`config.mk`:
```
export PLATFORM = sky130hd
export DESIGN_NAME = clock_frac_gen
export DESIGN_NICKNAME = d
export VERILOG_FILES = /design/src/rtl/clock_frac_gen.sv
export SDC_FILE = /design/constraint.sdc
export NUM_CORES = 1
export LEC_CHECK = 0
export BUFFER_PORTS_ARGS = -buffer_cell sky130_fd_sc_hd__buf_2
export CORE_UTILIZATION = 65
export CTS_BUF_LIST = sky130_fd_sc_hd__clkbuf_4 sky130_fd_sc_hd__clkbuf_8
export DETAILED_ROUTE_END_ITERATION = 10
export PLACE_DENSITY = 0.88
export SETUP_SLACK_MARGIN = 0.2
export SLEW_MARGIN = 20
export SYNTH_ARGS = -nofsm -noshare
export SYNTH_HDL_FRONTEND = slang
export SYNTH_SLANG_ARGS = --single-unit
```
`constraint.sdc`:
```
create_clock -name clk_src -period 3.6 [get_ports clk_src]
set_input_delay 0.36 -clock clk_src [delete_from_list [all_inputs] [get_ports clk_src]]
set_output_delay 0.36 -clock clk_src [all_outputs]
set_load 0.02 [all_outputs]
```
`src/rtl/clock_frac_gen.sv`:
```
// ---------------------------------------------------------------------------
// clock_frac_gen
//   Multi-channel fractional clock-enable generator built on phase
//   accumulators (DDS). Each channel adds its programmable increment to an
//   ACC_BITS-wide accumulator every cycle it is enabled. The carry out of
//   that add becomes a one-cycle enable pulse. The accumulator MSB becomes a
//   ~50% duty square clock. Output rate = f_clk_src * inc / 2^ACC_BITS.
//
//   Optional feature macro: CLOCK_FRAC_SYNC_EN
//     When defined, the 'sync' port is present. A sync strobe phase-aligns
//     every enabled channel by loading acc <= inc.
//
// Parameters
//   NUM_CH       number of channels (1..8)
//   ACC_BITS     accumulator / increment width (8..32)
//   INC_DEFAULT  reset increment for all channels (low ACC_BITS bits used)
//   SEL_W        width of inc_sel, defaults to max(1, $clog2(NUM_CH))
//
// Ports
//   clk_src   in   source clock; all logic on posedge
//   reset     in   synchronous, active-high
//   ch_en     in   per-channel run enable; 0 clears phase and outputs
//   inc_we    in   increment write strobe
//   inc_sel   in   channel addressed by inc_we; out-of-range is ignored
//   inc_data  in   new increment value
//   sync      in   phase-align strobe (CLOCK_FRAC_SYNC_EN only)
//   ce_out    out  one-cycle enable pulse per channel (registered carry)
//   clk_out   out  square clock per channel (registered accumulator MSB)
// ---------------------------------------------------------------------------
module clock_frac_gen #(
    parameter int unsigned NUM_CH      = 4,
    parameter int unsigned ACC_BITS    = 32,
    parameter logic [31:0] INC_DEFAULT = 32'h0754B666,
    parameter int unsigned SEL_W       = (NUM_CH > 1) ? $clog2(NUM_CH) : 1
) (
    input  logic                clk_src,
    input  logic                reset,
    input  logic [NUM_CH-1:0]   ch_en,
    input  logic                inc_we,
    input  logic [SEL_W-1:0]    inc_sel,
    input  logic [ACC_BITS-1:0] inc_data,
`ifdef CLOCK_FRAC_SYNC_EN
    input  logic                sync,
`endif
    output logic [NUM_CH-1:0]   ce_out,
    output logic [NUM_CH-1:0]   clk_out
);

    localparam logic [ACC_BITS-1:0] INC_RST = INC_DEFAULT[ACC_BITS-1:0];

    for (genvar g = 0; g < NUM_CH; g++) begin : g_ch
        logic [ACC_BITS-1:0] acc;
        logic [ACC_BITS-1:0] inc;
        logic [ACC_BITS:0]   sum;
        logic                wr_hit;
        logic                ce_q;
        logic                clk_q;

        // An out-of-range inc_sel matches no channel, so the write is dropped.
        always_comb begin
            sum    = {1'b0, acc} + {1'b0, inc};
            wr_hit = inc_we && (inc_sel == SEL_W'(g));
        end

        // The add below reads the pre-write inc, so a retune takes effect
        // from the following cycle. The accumulator keeps its phase.
        always_ff @(posedge clk_src) begin
            if (reset) begin
                acc   <= '0;
                inc   <= INC_RST;
                ce_q  <= 1'b0;
                clk_q <= 1'b0;
            end else begin
                if (wr_hit) begin
                    inc <= inc_data;
                end
                if (!ch_en[g]) begin
                    acc   <= '0;
                    ce_q  <= 1'b0;
                    clk_q <= 1'b0;
                end
`ifdef CLOCK_FRAC_SYNC_EN
                else if (sync) begin
                    // Behaves as an add from acc = 0 but suppresses the pulse.
                    acc   <= inc;
                    ce_q  <= 1'b0;
                    clk_q <= inc[ACC_BITS-1];
                end
`endif
                else begin
                    acc   <= sum[ACC_BITS-1:0];
                    ce_q  <= sum[ACC_BITS];
                    clk_q <= sum[ACC_BITS-1];
                end
            end
        end

        assign ce_out[g]  = ce_q;
        assign clk_out[g] = clk_q;
    end

endmodule

```
# After elaboration in Yosys (flattened, before gate mapping)
# Index checks and enable logic that the tools add are counted.
[word_totals]
out_inout_bits = 8
reg_bits = 264
in_bits = 41
elab_cells = 36
[op_classes]
n_reduce_logical = 9
eq_ne = 3
bitwise = 4
addsub = 4
[ops]
columns = ["operator", "count"]
rows = [
  ["32-bit by 32-bit adder with 33-bit output", 4],
  ["2-bit OR reduction", 4],
  ["2-bit == test (second input constant)", 2],
  ["1-bit logical AND", 4],
  ["1-bit NOT", 4],
  ["2-bit by 1-bit == test with 1-bit output (second input constant)", 1],
  ["2-bit logical NOT", 1],
]

# Depth between registers and ports, before layout
# Gate-level depths: netlist of the first run.
[logic_depth]
ltp_word = 2
ltp_mapped = 10
mapped_depth_nobuf = 10

# Worst setup path before layout of the first run
# No wires, ideal clock.
[synth_timing]
path_type = "reg-to-reg"
startpoint = "register g_ch[1].acc[0]"
endpoint = "register g_ch[1].ce_q"
arrival_ns = 2.377
required_time_ns = 3.468
period_less_slack_ns = 2.509
path_stages_with_launch = 11
path_slack_ns = 1.091
setup_ns = 0.132
path_buffers = 0
path_cell_list = "dfxtp_1 -> ha_1 -> fa_1 -> a21o_1 -> a21o_1 -> a211o_1 -> a22o_1 -> nor3_4 -> nor4_1 -> o31ai_1 -> a21oi_1"
[synth_between]
elab_chain_len = 1
[synth_lines]
columns = ["element", "line", "rtl"]
rows = [
  ["from (decl)", "52", "logic [ACC_BITS-1:0] acc;"],
  ["from (signal assigned)", "91", "acc <= sum[ACC_BITS-1:0];"],
  ["32-bit by 32-bit adder with 33-bit output", "61", "sum = {1'b0, acc} + {1'b0, inc};"],
  ["to (signal assigned)", "92", "ce_q <= sum[ACC_BITS];"],
  ["to (decl)", "56", "logic ce_q;"],
]
# Every way passes these cells.
# A chain may end at the register's enable or synchronous reset.

# Worst setup path in the final report of the first run
[layout_timing]
startpoint = "register g_ch[3].inc[0]"
endpoint = "register g_ch[3].acc[28]"
[layout_between]
elab_chain_len = 1
[layout_lines]
columns = ["element", "line", "rtl"]
rows = [
  ["from (decl)", "53", "logic [ACC_BITS-1:0] inc;"],
  ["from (signal assigned)", "75", "inc <= inc_data;"],
  ["32-bit by 32-bit adder with 33-bit output", "61", ""],
  ["to (signal assigned)", "91", ""],
  ["to (decl)", "52", ""],
]
# Every way passes these cells.

==> results.toml, run 1 <==
[global_route]
antenna_found_initial = 1
grt_pass1_wl_microns = 61800
grt_max_degree = 48
grtUsageTotal_pct = 32.7
grt_pass1_vias = 12700
overflow = 0

[sta]
timing.fmax_mhz = 366
rsz0062_at_grt = "false"
fin_setup_tns_ns = 0
max_slew_margin_pct = 48.5
finalSetupViolations = 0
worstMarginPinSlew_ns = 0.771
post-route-min-period_ns = 2.73
skew_ns = 0.0319
slew_violations = 0
finalCritPeriodShare_pct = 75.9
finalHoldViolations = 0

[synth]
ys_seq_elements = 260
synth_warnings = 0
yosysSeqAreaShare_pct = 35.4
ys_async_sr_fraction_pct = 0
avgSynthCellArea_sq_um = 8.14
synthDistinctLibCells = 74
syn-instance-count = 1805
synth_area_leader_cell = "dfxtp_1"
synth-edff-count = 0
ys.flop_type = "dfxtp_1"
synthTopCellsByArea = "dfxtp_1 35%, ha_1 11%, nand2_1 8.5%"
synth_area_sq_mm = 0.0147
synth_top_area_share_pct = 35.4
syn_nets = 1978

[routing]
ant_nets = 0
drc = 3
via_per_inst = 6.16
dr.pass1.iters = 8
drt_iter0_drc = 1005
vias = 13100
wl_per_cell_microns = 17.9
routed_wl_microns = 38000

[floorplan]
fp.dieH_microns = 152
design.die.area_sq_mm = 0.0232
num_rows = 54
initial_core_util_pct = 66.7
num_io_pins = 49
core-area_sq_mm = 0.0220
fp.dieW_microns = 152

[pwr]
cellPowerDensity_mw_per_mm2 = 463
ir_drop_mv = 0.267
p_leak_nw = 7.13

[cts]
cts_tree = "done"
clockBufferDepth = 3
cts_hold_buf = 0
numCtsBuffers = 42
ctsResizeCount = 0
clk_pin_slew_worst_paths_ns = 0.07
clkLatencyLatePin_ns = 0.58
htree_levels = 2
cts_root_buffer = "clkbuf_8"
clock_sinks = 260
post_cts_buffers = 0

[setup_path]
critPathMaxFanout = 4
required_ns = 4.07
crit_path_start_kind = "register"
critPathCaptureType = "register"
critPathKind = "reg -> reg"
cp_data_arrival_time_ns = 3.20

[place]
hpwl_microns = 26100
gp_congestion = 0.935
io_buffers = 48

[finish]
layout_common_cells = "333 x nand2_1, 260 x dfxtp_1, 194 x a21oi_1, 151 x nor2_1, 128 x ha_1"
fin_util_pct = 72.3
drive_gt1_share_pct = 9.92
fillers = 1638
seq_area_sq_mm = 0.00520
multiInputGateArea_sq_mm = 0.00900
diodes = 0
num-nets-final = 1985
syn_to_final_growth_pct = 8.27
final_common_cell = "nand2_1"

[worst_hold_path]
worstHoldPathType = "in -> reg"

[run_status]
outcome = "finished with violations"
violations = "DRC"

[run]
drv_cap = 0
logic make-up (layout without fill, tap and decap cells):
| family | Yosys count | in the layout | share of synthesized area (%) |
|---|---|---|---|
| xor gates and xnor gates | 99 | 99 | 5.90 |
| adders and majority gates | 132 | 132 | 11.4 |
| DFF | 260 | 260 | 35.4 |
| muxes | 6 | 6 | 0.409 |
| and+or+nand+nor | 720 | 720 | 22.7 |
| buffers and inverters | 122 | 162 | 3.42 |
| AOI/OAI and AO/OA | 466 | 466 | 20.7 |
final timing paths:
check                                     start         endpoint  slack (ns)  cells after the start
worst max-delay path             g_ch[3].inc[0]  g_ch[3].acc[28]        0.87                     10
worst min-delay path                inc_data[4]   g_ch[0].inc[4]        0.09                      3
worst max register to register   g_ch[3].inc[0]  g_ch[3].acc[28]        0.87                     10
worst min register to register  g_ch[2].inc[17]  g_ch[2].inc[17]        0.46                      2
layout make-up:
type | instances | area share, %
Timing Repair Buffer | 59 | 2.04
Tap cell | 280 | 2.20
Inverter | 26 | 0.613
Multi-Input combinational cell | 1423 | 56.6
Clock inverter | 8 | 0.464
Sequential cell | 260 | 32.7
Clock buffer | 69 | 5.42
report_power, final:
part	internal [W]	switching (W)
combinational	0.000568	0.000880
sequential	0.00304	0.0000766
clock	0.00159	0.00122
total	0.00520	0.00217
synth_stat cells, drive strengths merged (3+ instances only):
cell type  count
nand2        333
dfxtp        260
a21oi        202
nor2         153
ha           128
clkbuf        74
a21o          71
o21ai         64
nand3b        61
xnor2         52
xor2          47
nand3         34
inv           26
nand4         25
o21bai        24
buf           22
nor3          20
a31oi         19
and2          19
and3          17
nand2b        14
o21a          12
nor2b         11
a211oi        10
nor3b          8
o211ai         8
nor4           7
mux2i          6
or2            6
or3            6
a21boi         5
a221oi         5
a31o           5
a41oi          5
o31ai          5
a211o          4
fa             4
a21bo          3
a311o          3
o221ai         3
o22ai          3
o41ai          3
routing by layer:
metal | part of all wire, % | GRT usage [%] | wire [microns] | vias to the layer above
li1 | - | - | - | 6327
met1 | 42 | 40.1 | 15900 | 6172
met2 | 45 | 53.2 | 16900 | 467
met3 | 7.4 | 6.06 | 2790 | 125
met4 | 6.2 | 20.9 | 2340 | 2
met5 | 0.042 | 0 | 16 | -
metrics by stage:
stage,hold slack (ns),setup WS [ns],total power [W],area [sq um],instances
2_1_floorplan,0.440,1.09,0.00426,14700,1805
3_3_place_gp,0.447,0.935,0.00453,15000,2048
5_1_grt,0.0953,0.698,0.00769,15900,2125
6_report,0.0867,0.869,0.00737,15900,2125
4_1_cts,0.0697,0.865,0.00737,15900,2125
3_5_place_dp,0.453,0.863,0.00458,15000,2048
sequential cells by signal, summed over array words and instances, names as in the netlist:
| name | flops |
|---|---|
| g_ch.acc | 128 |
| g_ch.ce_q | 4 |
| g_ch.inc | 128 |
critical path: stages, from the launching register on:
cell,delay [ns]
dfxtp_1,0.31
ha_1,0.21
fa_1,0.42
a211oi_1,0.39
o211ai_1,0.19
nand3_1,0.18
a211o_1,0.15
nand3_1,0.20
a21boi_1,0.31
o21ai_1,0.13
mux2i_1,0.13
Note: power is estimated with default switching activity, not from simulation.
==> inputs of run 2 (changes only) <==
==> constraint.sdc (replaced) <==
create_clock -name clk_src -period 2.84 [get_ports clk_src]
set_input_delay 0.284 -clock clk_src [delete_from_list [all_inputs] [get_ports clk_src]]
set_output_delay 0.284 -clock clk_src [all_outputs]
set_load 0.02 [all_outputs]
==> run 2 against run 1 <==
Against the previous run:
- die area is the same
- clock power increased by 24%
- the flow still finishes with violations (DRC)
- register-to-register slack got worse by 0.59 ns
- first-iteration DRC count up 18%
- non-clock buffer count up 5
- critical path depth did not move
==> results.toml, run 2 (synthesis gave the netlist of run 1 again) <==
[setup_path]
critPathKind = "reg -> reg"
slowest_delay_ns = 0.35
crit_path_start_kind = "register"
crit_buf_inv = 0
cp-startpoint = "g_ch[1].inc[0]"
r2r_start = "g_ch[1].inc[0]"
cp_data_arrival_time_ns = 3.00
cpLargestDelayFamily = "compound AO/OA/AOI/OAI gates"
crit_slowest_cell = "fa_2"
crit_top_cell = "a21o_1"
critPathCaptureType = "register"
path_cells = "ha_2 -> fa_2 -> a21o_1 -> a21o_1 -> a211o_1 -> a22o_1 -> nor3_4 -> nor4_2 -> o31ai_1 -> a21oi_1"
required_ns = 3.28
critPathMaxFanout = 5

[sta]
rsz0062_at_grt = "true"
finalSetupViolations = 0
post-route-min-period_ns = 2.56
skew_ns = 0.0261
finalHoldViolations = 0
fin_setup_tns_ns = 0
finalCritPeriodShare_pct = 90.2
slew_violations = 0
setup_ws_ns = 0.279
worstMarginPinSlew_ns = 0.781
timing.fmax_mhz = 390
max_slew_margin_pct = 47.8

[routing]
drt_iter0_drc = 1184
maxUsedRoutingLayer = "met4"
wl_per_cell_microns = 18.1
wl_met1_microns = 15700
via_per_inst = 6.20
dr.pass1.iters = 8
drc = 3
ant_nets = 0
route.met2.wl_microns = 16800
dr_wl_met3_microns = 3500
routed_wl_microns = 38500
vias = 13200

[finish]
fillers = 1666
diodes = 0
largestRegisters = "g_ch.acc: 128 flops, g_ch.inc: 128 flops, g_ch.ce_q: 4 flops"
syn_to_final_growth_pct = 9.03
final_cells = 2128
num-nets-final = 1991
final_common_cell = "nand2_1"
drive_gt1_share_pct = 10.8
layout_common_cells = "333 x nand2_1, 260 x dfxtp_1, 192 x a21oi_1, 151 x nor2_1, 127 x ha_1"

[floorplan]
fp.dieW_microns = 152
initial_core_util_pct = 66.7
fp.dieH_microns = 152
num_rows = 54
design.die.area_sq_mm = 0.0232
num_io_pins = 49
core-area_sq_mm = 0.0220

[cts]
cts_root_buffer = "clkbuf_8"
clockBufferDepth = 3
cts_hold_buf = 0
htree_levels = 2
cts_tree = "done"
numCtsBuffers = 43
clk_pin_slew_worst_paths_ns = 0.06
clkLatencyLatePin_ns = 0.58
clock_sinks = 260

[run]
drv_cap = 0

[run_status]
outcome = "finished with violations"
violations = "DRC"

[global_route]
grt_pass1_wl_microns = 61800
antenna_found_initial = 0
overflow = 0
grt_max_degree = 110
grtUsageTotal_pct = 32.7
grt_pass1_vias = 12500

[pwr]
total_power_w = 0.00932
ir_drop_mv = 0.358
p_leak_nw = 7.17
cellPowerDensity_mw_per_mm2 = 582

[place]
hpwl_microns = 25900
dp.cells = 2050
gp_congestion = 0.921
io_buffers = 48
pre_cts_ws_ns = 0.119

[worst_hold_path]
hp-start = "inc_data[5]"
worstHoldPathType = "in -> reg"
## run 2: tightest hold or removal path, cell delays in order
cell,delay (ns)
buf_2,0.15
nand2_1,0.06
nand3b_1,0.07
## run 2: final cells by class
class | instances | area (sq um) | share of cell area, %
inverter | 26 | 97.6 | 0.609
multi-input combinational | 1423 | 9090 | 56.7
tap | 280 | 350 | 2.19
clock inverter | 10 | 82.6 | 0.515
sequential | 260 | 5200 | 32.5
timing repair buffer | 64 | 375 | 2.34
clock buffer | 65 | 826 | 5.15
## run 2: power breakdown
group	internal, W	total, W	switching [W]
clock	0.00194	0.00349	0.00155
combinational	0.000741	0.00187	0.00113
sequential	0.00386	0.00396	0.0000996
## run 2: routing by layer
| metal | vias up | track usage, % |
|---|---|---|
| met5 | - | 0 |
| met3 | 136 | 6.68 |
| met2 | 550 | 52.2 |
| met1 | 6151 | 41.1 |
| li1 | 6349 | - |
| met4 | 0 | 19.4 |
## run 2: timing repair
| item | 4_1_cts | 5_1_grt |
|---|---|---|
| setup buffers | 1 | 2 |
| pin swaps | 4 | 10 |
| endpoints found under the hold margin | 0 | 0 |
| resized for setup | 2 | 14 |
| setup endpoints to repair | 7 | 20 |
## run 2: metrics by stage
step	util (%)	hold WS (ns)	cell area, sq um
2_1_floorplan	-	0.405	14700
3_3_place_gp	68.1	0.446	15000
3_5_place_dp	68.1	0.453	15000
4_1_cts	72.3	0.0113	15900
5_1_grt	72.8	0.0220	16000
6_report	72.8	0.0259	16000
## run 2: final timing paths
| check | end | slack (ns) | depth (start not counted) |
|---|---|---|---|
| max reg2reg | g_ch[1].ce_q | 0.28 | 10 |
| max | g_ch[1].ce_q | 0.28 | 10 |
| min | g_ch[0].inc[5] | 0.03 | 3 |
| min reg2reg | g_ch[1].inc[7] | 0.46 | 2 |
==> inputs of run 3 (changes only) <==
--- a/config.mk
+++ b/config.mk
@@ -6,10 +6,11 @@
 export NUM_CORES = 1
 export LEC_CHECK = 0
 export BUFFER_PORTS_ARGS = -buffer_cell sky130_fd_sc_hd__buf_2
-export CORE_UTILIZATION = 65
+export CORE_UTILIZATION = 70
 export CTS_BUF_LIST = sky130_fd_sc_hd__clkbuf_4 sky130_fd_sc_hd__clkbuf_8
 export DETAILED_ROUTE_END_ITERATION = 10
-export PLACE_DENSITY = 0.88
+export PLACE_DENSITY = 0.93
+export REMOVE_ABC_BUFFERS = 1
 export SETUP_SLACK_MARGIN = 0.2
 export SLEW_MARGIN = 20
 export SYNTH_ARGS = -nofsm -noshare
==> constraint.sdc (replaced) <==
create_clock -name clk_src -period 3.25 [get_ports clk_src]
set_input_delay 0.325 -clock clk_src [delete_from_list [all_inputs] [get_ports clk_src]]
set_output_delay 0.325 -clock clk_src [all_outputs]
set_load 0.02 [all_outputs]
==> run 3 against run 2 <==
Against the previous run:
- the run now ends clean
- sequential power down 13%
- count of clock-buffer cells in the layout up 3
- routed wire length down 0.27%
- register-to-register slack better by 0.15 ns
- cell count down 0.56%
- non-clock buffer count down 3
- worst setup slack better by 0.15 ns
- global-route usage up 3.2 points
- largest cell class unchanged
==> results.toml, run 3 (synthesis gave the netlist of run 1 again) <==
[run_status]
outcome = "completed"

[setup_path]
critPathKind = "reg -> reg"
cpLargestDelayFamily = "compound AO/OA/AOI/OAI gates"
crit_buf_inv = 0
crit_top_cell = "a21o_1"
critPathMaxFanout = 5
crit_slowest_cell = "fa_1"
critPathCaptureType = "register"
required_ns = 3.68
crit_path_start_kind = "register"
cp_data_arrival_time_ns = 3.25
slowest_delay_ns = 0.41
path_cells = "ha_1 -> fa_1 -> a21o_1 -> a21o_1 -> a211o_1 -> a22o_1 -> nor3_4 -> nor4_1 -> o31ai_1 -> a21oi_1"

[global_route]
grt_max_degree = 75
overflow = 0
antenna_found_initial = 0
grtUsageTotal_pct = 35.9
grt_pass1_vias = 12600
grt_pass1_wl_microns = 62400

[sta]
finalSetupViolations = 0
finalHoldViolations = 0
timing.fmax_mhz = 355
slew_violations = 0
post-route-min-period_ns = 2.82
finalCritPeriodShare_pct = 86.7
max_slew_margin_pct = 45.0
worstMarginPinSlew_ns = 0.826
rsz0062_at_grt = "false"
fin_setup_tns_ns = 0
setup_ws_ns = 0.431
skew_ns = 0.0162

[routing]
drt_iter0_drc = 1229
drc = 0
vias = 13300
routed_wl_microns = 38400
wl_per_cell_microns = 18.1
dr.pass1.iters = 6
via_per_inst = 6.27
ant_nets = 0

[cts]
clockBufferDepth = 3
cts_root_buffer = "clkbuf_8"
htree_levels = 2
cts_tree = "done"
cts_hold_buf = 0
post_cts_buffers = 0
clkLatencyLatePin_ns = 0.56
ctsResizeCount = 0
clk_pin_slew_worst_paths_ns = 0.06
numCtsBuffers = 43
clock_sinks = 260

[finish]
multiInputGateArea_sq_mm = 0.00900
seq_area_sq_mm = 0.00520
drive_gt1_share_pct = 9.97
diodes = 0
num-nets-final = 1988
final_common_cell = "nand2_1"
fillers = 1344
largestRegisters = "g_ch.acc: 128 flops, g_ch.inc: 128 flops, g_ch.ce_q: 4 flops"
syn_to_final_growth_pct = 8.50
layout_common_cells = "333 x nand2_1, 260 x dfxtp_1, 194 x a21oi_1, 151 x nor2_1, 128 x ha_1"

[place]
gp_congestion = 0.983
pre_cts_ws_ns = 0.492
io_buffers = 48
hpwl_microns = 26100

[pwr]
cellPowerDensity_mw_per_mm2 = 519
ir_drop_mv = 0.357
p_leak_nw = 7.15

[floorplan]
design.die.area_sq_mm = 0.0216
initial_core_util_pct = 71.9
core-area_sq_mm = 0.0204
fp.dieH_microns = 147
num_io_pins = 49
num_rows = 52
fp.dieW_microns = 147

[run]
drv_cap = 0

[worst_hold_path]
worstHoldPathType = "in -> reg"
==> run 3: cell count changes in the layout (fill, tap and decap cells not counted), sizes merged <==
cell / delta
buf: -3
bufinv: +1
clkbuf: +3
clkinv: -1
clkinvlp: -2
==> run 3: routing by layer <==
metal	vias up	global-route usage (%)	share of wire [%]
met5	-	0	0
met4	0	21.2	6.2
met3	141	6.52	9.1
met2	627	56.3	43
met1	6166	46.2	41
li1	6338	-	-
==> run 3: worst paths after layout <==
kind,from,to,slack (ns),cells after the start
setup / recovery,g_ch[1].acc[0],g_ch[1].ce_q,0.43,10
hold / removal,inc_data[23],g_ch[2].inc[23],0.09,3
setup reg to reg,g_ch[1].acc[0],g_ch[1].ce_q,0.43,10
hold reg to reg,g_ch[0].inc[27],g_ch[0].inc[27],0.46,2
==> run 3: layout make-up <==
class                           count  area share, %
Clock buffer                       68           5.48
Sequential cell                   260           32.6
Timing Repair Buffer               61           2.13
Multi-Input combinational cell   1423           56.4
Clock inverter                      8          0.581
Tap cell                          270           2.12
Inverter                           26          0.612
==> run 3: tightest hold or removal path: stages <==
cell     delay (ns)
buf_2          0.16
nand2_1        0.07
a21oi_1        0.05
==> run 3: power by group <==
group / switching, W / total, W / internal, W
clock: 0.00134 / 0.00320 / 0.00186
combinational: 0.000995 / 0.00163 / 0.000634
sequential: 0.0000845 / 0.00345 / 0.00337
total: 0.00242 / 0.00828 / 0.00586
==> run 3: metrics by stage <==
step | util, % | hold WS, ns | std cells | power [W] | instance area (sq um)
final | 78.1 | 0.0859 | 2116 | 0.00828 | 15900
after global routing | 78.1 | 0.0888 | 2116 | 0.00863 | 15900
after CTS | 78.1 | 0.0628 | 2116 | 0.00826 | 15900
after detailed placement | 73.3 | 0.451 | 2040 | 0.00508 | 15000
after global placement | 73.3 | 0.445 | 2040 | 0.00502 | 15000
after floorplan | - | 0.394 | 1709 | 0.00468 | 14300
